$ cat src/rtl/operand_triple_packer.sv
// rtl/operand_triple_packer.sv - packs a serial operand stream into (a,b,c) triples for the 3-operand adder stage
// A three-state packer collects words into a DEPTH-entry triple FIFO; sum_valid tracks pops through the adder latency.
module operand_triple_packer #(
    parameter int W     = 6,
    parameter int DEPTH = 4,
    parameter int LAT   = 2
) (
    input  logic                       clk,
    input  logic                       rst,
    input  logic [W-1:0]               in_data,
    input  logic                       in_valid,
    output logic                       in_ready,
    input  logic                       flush,
    output logic [W-1:0]               a_s,
    output logic [W-1:0]               b_s,
    output logic [W-1:0]               c_s,
    output logic                       out_valid,
    input  logic                       out_ready,
    output logic                       sum_valid,
    output logic [$clog2(DEPTH+1)-1:0] level
);

    localparam int PW = $clog2(DEPTH);
    localparam int LW = $clog2(DEPTH+1);

    typedef enum logic [1:0] {
        S_A = 2'd0,
        S_B = 2'd1,
        S_C = 2'd2
    } state_t;

    state_t state_q, state_d;

    logic [W-1:0]   stage_a, stage_b;
    logic [3*W-1:0] mem [DEPTH];
    logic [PW-1:0]  wr_ptr, rd_ptr;
    logic [LW-1:0]  level_q;
    logic [LAT-1:0] sv_pipe;

    logic full, accept, push, pop;

    assign full      = (level_q == LW'(DEPTH));
    assign out_valid = (level_q != '0);
    // The full check uses the registered level only, so out_ready never reaches in_ready.
    assign in_ready  = !flush && !((state_q == S_C) && full);
    assign accept    = in_valid && in_ready;
    assign push      = accept && (state_q == S_C);
    assign pop       = out_valid && out_ready;

    always_ff @(posedge clk) begin
        if (rst) begin
            state_q <= S_A;
        end else begin
            state_q <= state_d;
        end
    end

    always_comb begin
        state_d = state_q;
        if (flush) begin
            state_d = S_A;
        end else if (accept) begin
            case (state_q)
                S_A:     state_d = S_B;
                S_B:     state_d = S_C;
                S_C:     state_d = S_A;
                default: state_d = S_A;
            endcase
        end
    end

    always_ff @(posedge clk) begin
        if (rst || flush) begin
            stage_a <= '0;
            stage_b <= '0;
        end else if (accept) begin
            if (state_q == S_A) stage_a <= in_data;
            if (state_q == S_B) stage_b <= in_data;
        end
    end

    always_ff @(posedge clk) begin
        if (push) begin
            mem[wr_ptr] <= {stage_a, stage_b, in_data};
        end
    end

    always_ff @(posedge clk) begin
        if (rst) begin
            wr_ptr  <= '0;
            rd_ptr  <= '0;
            level_q <= '0;
        end else begin
            if (push) wr_ptr <= wr_ptr + PW'(1);
            if (pop)  rd_ptr <= rd_ptr + PW'(1);
            if (push && !pop)      level_q <= level_q + LW'(1);
            else if (pop && !push) level_q <= level_q - LW'(1);
        end
    end

    // Shifting left keeps this valid for any LAT >= 1.
    always_ff @(posedge clk) begin
        if (rst) begin
            sv_pipe <= '0;
        end else begin
            sv_pipe <= (sv_pipe << 1) | LAT'(pop);
        end
    end

    assign sum_valid = sv_pipe[LAT-1];
    assign level     = level_q;
    assign a_s       = out_valid ? mem[rd_ptr][3*W-1:2*W] : '0;
    assign b_s       = out_valid ? mem[rd_ptr][2*W-1:W]   : '0;
    assign c_s       = out_valid ? mem[rd_ptr][W-1:0]     : '0;

endmodule

$ cat config.mk
export PLATFORM = sky130hd
export DESIGN_NAME = operand_triple_packer
export DESIGN_NICKNAME = d
export VERILOG_FILES = /design/src/rtl/operand_triple_packer.sv
export SDC_FILE = /design/constraint.sdc
export NUM_CORES = 1
export LEC_CHECK = 0
export ABC_AREA = 1
export CAP_MARGIN = 25
export CORE_UTILIZATION = 30
export CTS_CLUSTER_SIZE = 20
export DETAILED_ROUTE_END_ITERATION = 8
export PLACE_DENSITY = 0.47
export SYNTH_ARGS = -nofsm -noshare
export SYNTH_HDL_FRONTEND = slang
export SYNTH_SLANG_ARGS = --single-unit
$ cat constraint.sdc
create_clock -name clk -period 2.7 [get_ports clk]
set_clock_uncertainty 0.15 [all_clocks]
set_input_delay 0.54 -clock clk [delete_from_list [all_inputs] [get_ports clk]]
set_output_delay 0.54 -clock clk [all_outputs]
set_load 0.1 [all_outputs]
==> flow_metrics.env, run 1 <==
export IMPL_cts_tree="done"
export IMPL_synth_most_common_cell="nor2_1"
export IMPL_whs_path_depth=2
export IMPL_final_min_clock_period_ps=2480
export IMPL_r2r_end="level[2]"
export IMPL_grt_pass1_vias=2426
export IMPL_synthCells=347
export IMPL_ys_warn_count=0
export IMPL_synth_edf_count=72
export IMPL_status="finished, final reports clean"
export IMPL_synth_ff_type="edfxtp_1"
export IMPL_vias=2482
export IMPL_cp_max_fo=10
export IMPL_fin_nets=406
export IMPL_min_path_type="reg -> reg"
export IMPL_cts_clk_slew_worst_paths_ps=60
export IMPL_cts_resized=0
export IMPL_synth_top_cells_by_count="nor2_1, edfxtp_1, a21oi_1"
export IMPL_drtIter0Drc=84
export IMPL_die_w_um=116
export IMPL_grt_pass1_wl_mm=12.8
export IMPL_clock_path_buffers=2
export IMPL_antenna_found_initial=0
export IMPL_fp_dieH_um=116
export IMPL_gr_total_overflow=0
export IMPL_start_util=0.307
export IMPL_dr_pass1_iters=4
export IMPL_r2r_slack_ps=620
export IMPL_max_freq_ghz=0.403
export IMPL_crit_arrival_ps=1790
export IMPL_synthArstFlopShare=0
export IMPL_cts_hold_buf=0
export IMPL_yosys_area_top_type="edfxtp_1"
export IMPL_start_kind="flop"
export IMPL_cts_root_buffer="clkbuf_16"
export IMPL_area_growth_pct=31.3
export IMPL_ys_ff_latch=97
export IMPL_htreeDepth=3
export IMPL_finalHoldViolations=0
export IMPL_maxSlewHeadroom=0.549
export IMPL_slew_viol_final=0
export IMPL_track_usage=0.130
export IMPL_ys_types=20
export IMPL_synth_seq_area_share=0.688
export IMPL_postRouteAntennaNets=0
export IMPL_finalWirelength_mm=7.91
export IMPL_syn_mean_instance_area_sq_um=11.2
export IMPL_tightest_slew_ps=675
export IMPL_syn_nets=364
export IMPL_rr_startpoint="level[0]"
export IMPL_post_cts_setup_buffers=0
export IMPL_grt_max_degree=37
export IMPL_maxCapViolations=0
export IMPL_portBuffers=34
export IMPL_path_class="reg -> out"
export IMPL_crit_path_end_kind="output port"
export IMPL_dp_hpwl_mm=4.99
export IMPL_r2r_cells=10
export IMPL_diodes=0
export IMPL_route_detailed_drc=0
export IMPL_timing_final_crit_share=0.920
export IMPL_setup_viol=0
export IMPL_min_to="sv_pipe[1]"
export IMPL_drive_above_1_share=0.221
export IMPL_syn_cell_area_sq_um=3870
export IMPL_pin_count=35
export IMPL_drt_wirelength_per_cell_um=14.0
export IMPL_insertion_delay_ps=330
export IMPL_nFillCells=1231
export IMPL_vias_per_cell=4.39
export IMPL_tns_ps=0
export IMPL_ys_top_cells_by_area="edfxtp_1, dfxtp_1, nor2_1, a21oi_1, o21ai_0"
export IMPL_rsz0062_at_grt="false"
export IMPL_netlist_area_leader_share=0.558
export IMPL_critPathRequiredTime_ps=2010
export IMPL_cts_buffers_inserted=9
export IMPL_worstHoldStart="sv_pipe[0]"
export IMPL_core_area_sq_um=12600
export IMPL_rows=41
export IMPL_gp_congestion=0.723
export IMPL_cts_sinks=97
export IMPL_die_area_sq_um=13400
-- final cells by class --
type / instances / area (sq um) / area share
Clock buffer: 14 / 264 / 0.0519
Clock inverter: 2 / 13.8 / 0.00271
Inverter: 28 / 108 / 0.0212
Multi-Input combinational cell: 209 / 1180 / 0.232
Sequential cell: 97 / 2670 / 0.526
Tap cell: 172 / 215 / 0.0423
Timing Repair Buffer: 44 / 631 / 0.124
-- sequential cells by signal, indices dropped and copies added, names as in the netlist, named ones only --
register  flops
rd_ptr        2
mem          72
sv_pipe       2
stage_a       6
stage_b       6
wr_ptr        2
state_q       2
level         3
-- placed cells by master, fill, tap and decap left out, types with 3 or more instances in the layout --
cell and instances:
a211oi_2 6, a21oi_1 12, a21oi_2 9, a21oi_4 10, buf_12 22, buf_4 12
clkbuf_1 3, clkbuf_16 9, clkdlybuf4s50_1 10, dfxtp_1 22, dfxtp_4 3, edfxtp_1 72
ha_1 5, inv_1 21, inv_2 6, nand2_1 24, nand3_1 4, nor2_1 91
o21ai_0 20, o21ai_1 19
-- cells by family (layout without fill, tap and decap cells) --
kind of cell,Yosys count,count (layout),share of synthesized area
xor gates and xnor gates,2,2,0.00452
adders and majority gates,6,6,0.0213
buffers and inverters,41,88,0.0472
DFF,97,97,0.688
AOI/OAI and AO/OA,76,76,0.110
and+or+nand+nor,125,125,0.130
-- stage by stage --
step | setup WS, ps | cell area [sq um] | hold slack [ps] | utilization | std cells
finish | 217 | 5080 | 255 | 0.403 | 566
global route | 93.2 | 5080 | 264 | 0.403 | 566
CTS | 99.4 | 5080 | 257 | 0.403 | 566
detailed placement | 142 | 4800 | 248 | 0.381 | 550
global placement | 207 | 4800 | 255 | 0.381 | 550
floorplan | 2.78 | 4040 | 238 | - | 347
-- per-layer routing --
layer,GRT usage,vias up,part of all wire
li1,-,1268,-
met1,0.173,1164,0.49
met2,0.209,39,0.47
met3,0.0188,11,0.028
met4,0.0615,0,0.019
met5,0,-,0
-- how the worst max path moves through the flow --
| stage | startpoint | end | slack, ps | cells after the start |
|---|---|---|---|---|
| after floorplan | level[2] | b_s[0] | 3 | 5 |
| after global placement | in_valid | level[2] | 210 | 10 |
| final | level[0] | b_s[5] | 220 | 6 |
| after global routing | flop | b_s[0] | 90 | 6 |
| after detailed placement | in_valid | level[2] | 140 | 10 |
| after CTS | flop | b_s[3] | 100 | 4 |
-- critical path: stages (launching register included) --
cell	delay, ps
dfxtp_4	370
nor2_2	190
nand2_4	80
inv_2	330
buf_12	230
a21oi_2	70
buf_12	170
Power of run 1 is left out: the tool's default activity adds up to more than one toggle a clock period on the data nets, which glitch-free logic cannot reach.
==> run 2: changes to the inputs <==
- GPL_ROUTABILITY_DRIVEN: not set -> 0
==> results of run 2 <==
The final DEF is identical to that of run 1; final timing and power are the same.
Power of run 2 is left out for the same reason.
==> run 3: changes to the inputs <==
==> constraint.sdc (replaced) <==
create_clock -name clk -period 2.7 [get_ports clk]
set_clock_uncertainty 0.15 [all_clocks]
set_input_delay 0.81 -clock clk [delete_from_list [all_inputs] [get_ports clk]]
set_output_delay 0.81 -clock clk [all_outputs]
set_load 0.1 [all_outputs]
==> run 3 against run 2 <==
Worst hold slack improved by 4.4 ps. Critical endpoint is now b_s[4]. Die area did not move. Core utilization is 1.1 points higher.
==> flow_metrics.env, run 3 (synthesized netlist as in run 1, its figures left out) <==
export IMPL_path_class="reg -> out"
export IMPL_timing_final_crit_share=0.960
export IMPL_multi_input_area_sq_um=1200
export IMPL_drt_wirelength_per_cell_um=14.3
export IMPL_place_inst=564
export IMPL_largest_reg_flops=72
export IMPL_slew_viol_final=0
export IMPL_clock_path_buffers=2
export IMPL_core_area_sq_um=12600
export IMPL_grt_pass1_wl_mm=13.3
export IMPL_post_cts_setup_buffers=0
export IMPL_fin_util=0.414
export IMPL_tightest_slew_ps=414
export IMPL_dr_pass1_iters=7
export IMPL_track_usage=0.136
export IMPL_rsz0062_at_grt="false"
export IMPL_maxCapViolations=0
export IMPL_crit_path_end_kind="output port"
export IMPL_grt_max_degree=27
export IMPL_antenna_found_initial=0
export IMPL_fin_nets=420
export IMPL_final_cell_area_sq_um=5220
export IMPL_grt_pass1_vias=2476
export IMPL_crit_family="buffers and inverters"
export IMPL_r2r_slack_ps=530
export IMPL_drive_above_1_share=0.260
export IMPL_cpMaxStageDelayCell="dfxtp_2"
export IMPL_die_area_sq_um=13400
export IMPL_drtIter0Drc=110
export IMPL_r2r_cells=11
export IMPL_die_w_um=116
export IMPL_area_growth_pct=34.9
export IMPL_fin_cells=580
export IMPL_finalWirelength_mm=8.29
export IMPL_cts_tree="done"
export IMPL_nFillCells=1226
export IMPL_mostFrequentLayoutCells="nor2_1, edfxtp_1, o21ai_1"
export IMPL_start_util=0.307
export IMPL_crit_path_cell_trace="inv_2 -> buf_12 -> o21ai_1 -> a21oi_4 -> buf_12"
export IMPL_route_detailed_drc=0
export IMPL_crit_arrival_ps=1630
export IMPL_maxSlewHeadroom=0.724
export IMPL_pin_count=35
export IMPL_cts_root_buffer="clkbuf_16"
export IMPL_critPathRequiredTime_ps=1740
export IMPL_min_path_type="reg -> reg"
export IMPL_setup_viol=0
export IMPL_start_kind="flop"
export IMPL_dp_hpwl_mm=5.47
export IMPL_cts_clk_slew_worst_paths_ps=70
export IMPL_top_register="mem"
export IMPL_vias_per_cell=4.36
export IMPL_tns_ps=0
export IMPL_cts_hold_buf=0
export IMPL_whs_path_depth=2
export IMPL_vias=2528
export IMPL_cts_buffers_inserted=9
export IMPL_cp_max_fo=26
export IMPL_diodes=0
export IMPL_finalHoldViolations=0
export IMPL_min_to="sv_pipe[1]"
export IMPL_gr_total_overflow=0
export IMPL_final_seq_area_sq_um=2680
export IMPL_rows=41
export IMPL_portBuffers=34
export IMPL_worstHoldStart="sv_pipe[0]"
export IMPL_status="finished, final reports clean"
export IMPL_cts_sinks=97
export IMPL_insertion_delay_ps=340
export IMPL_htreeDepth=3
export IMPL_fp_dieH_um=116
export IMPL_final_min_clock_period_ps=2590
export IMPL_dpl_cell_area_sq_um=4920
export IMPL_cp_slowest_stage_delay_ps=350
export IMPL_max_freq_ghz=0.386
export IMPL_final_common_cell="nor2_1"
export IMPL_r2r_end="level[2]"
export IMPL_crit_buf_inv=3
export IMPL_cp_common_cell="buf_12"
export IMPL_postRouteAntennaNets=0
export IMPL_reg_top3="mem x72, stage_a x6, stage_b x6"
export IMPL_rr_startpoint="state_q[1]"
run 3: final cells by class:
cell class,count,share of cell area
clock buffers,9,0.0431
clock inverters,7,0.00934
inverters,28,0.0211
multi-input cells,209,0.230
flip-flops and latches,97,0.512
well taps,172,0.0412
repair buffers,58,0.143
run 3: how the worst max path moves through the flow:
stage / start / endpoint / slack (ps) / cells past startpoint
5_1_grt: flop / a_s[0] / 6 / 6
3_5_place_dp: in_valid / level[2] / -120 / 10
4_1_cts: flop / b_s[1] / -10 / 6
3_3_place_gp: in_valid / level[2] / 6 / 10
2_1_floorplan: level[0] / a_s[0] / -90 / 4
6_report: flop / b_s[4] / 110 / 5
run 3: per-layer routing:
| layer | part of all wire | up-vias | global-route usage |
|---|---|---|---|
| met1 | 0.47 | 1182 | 0.176 |
| met5 | 0 | - | 0 |
| met3 | 0.031 | 8 | 0.0293 |
| met4 | 0.013 | 0 | 0.0590 |
| met2 | 0.48 | 44 | 0.222 |
| li1 | - | 1294 | - |
run 3: what timing repair did:
action | 4_1_cts | 5_1_grt
endpoints found under the hold margin | 0 | 0
resized for setup | 6 | 12
cloned | 0 | 0
endpoints found under the setup margin | 12 | 16
run 3: worst register-to-register path, stage by stage, from the launching register on:
cell and delay (ps):
dfxtp_1 340, inv_2 60, nor2_2 200, nand4_2 140, inv_1 80, ha_1 160
inv_1 60, fa_1 380, nand2_1 90, nand3_1 100, o21ai_0 220, a21oi_1 70
run 3: per-stage QoR:
stage	setup slack, ps	hold slack, ps
4_1_cts	-14.3	263
5_1_grt	5.61	289
6_report	109	259
2_1_floorplan	-94.2	238
3_3_place_gp	5.55	255
3_5_place_dp	-120	248
Power of run 3 is left out for the same reason.
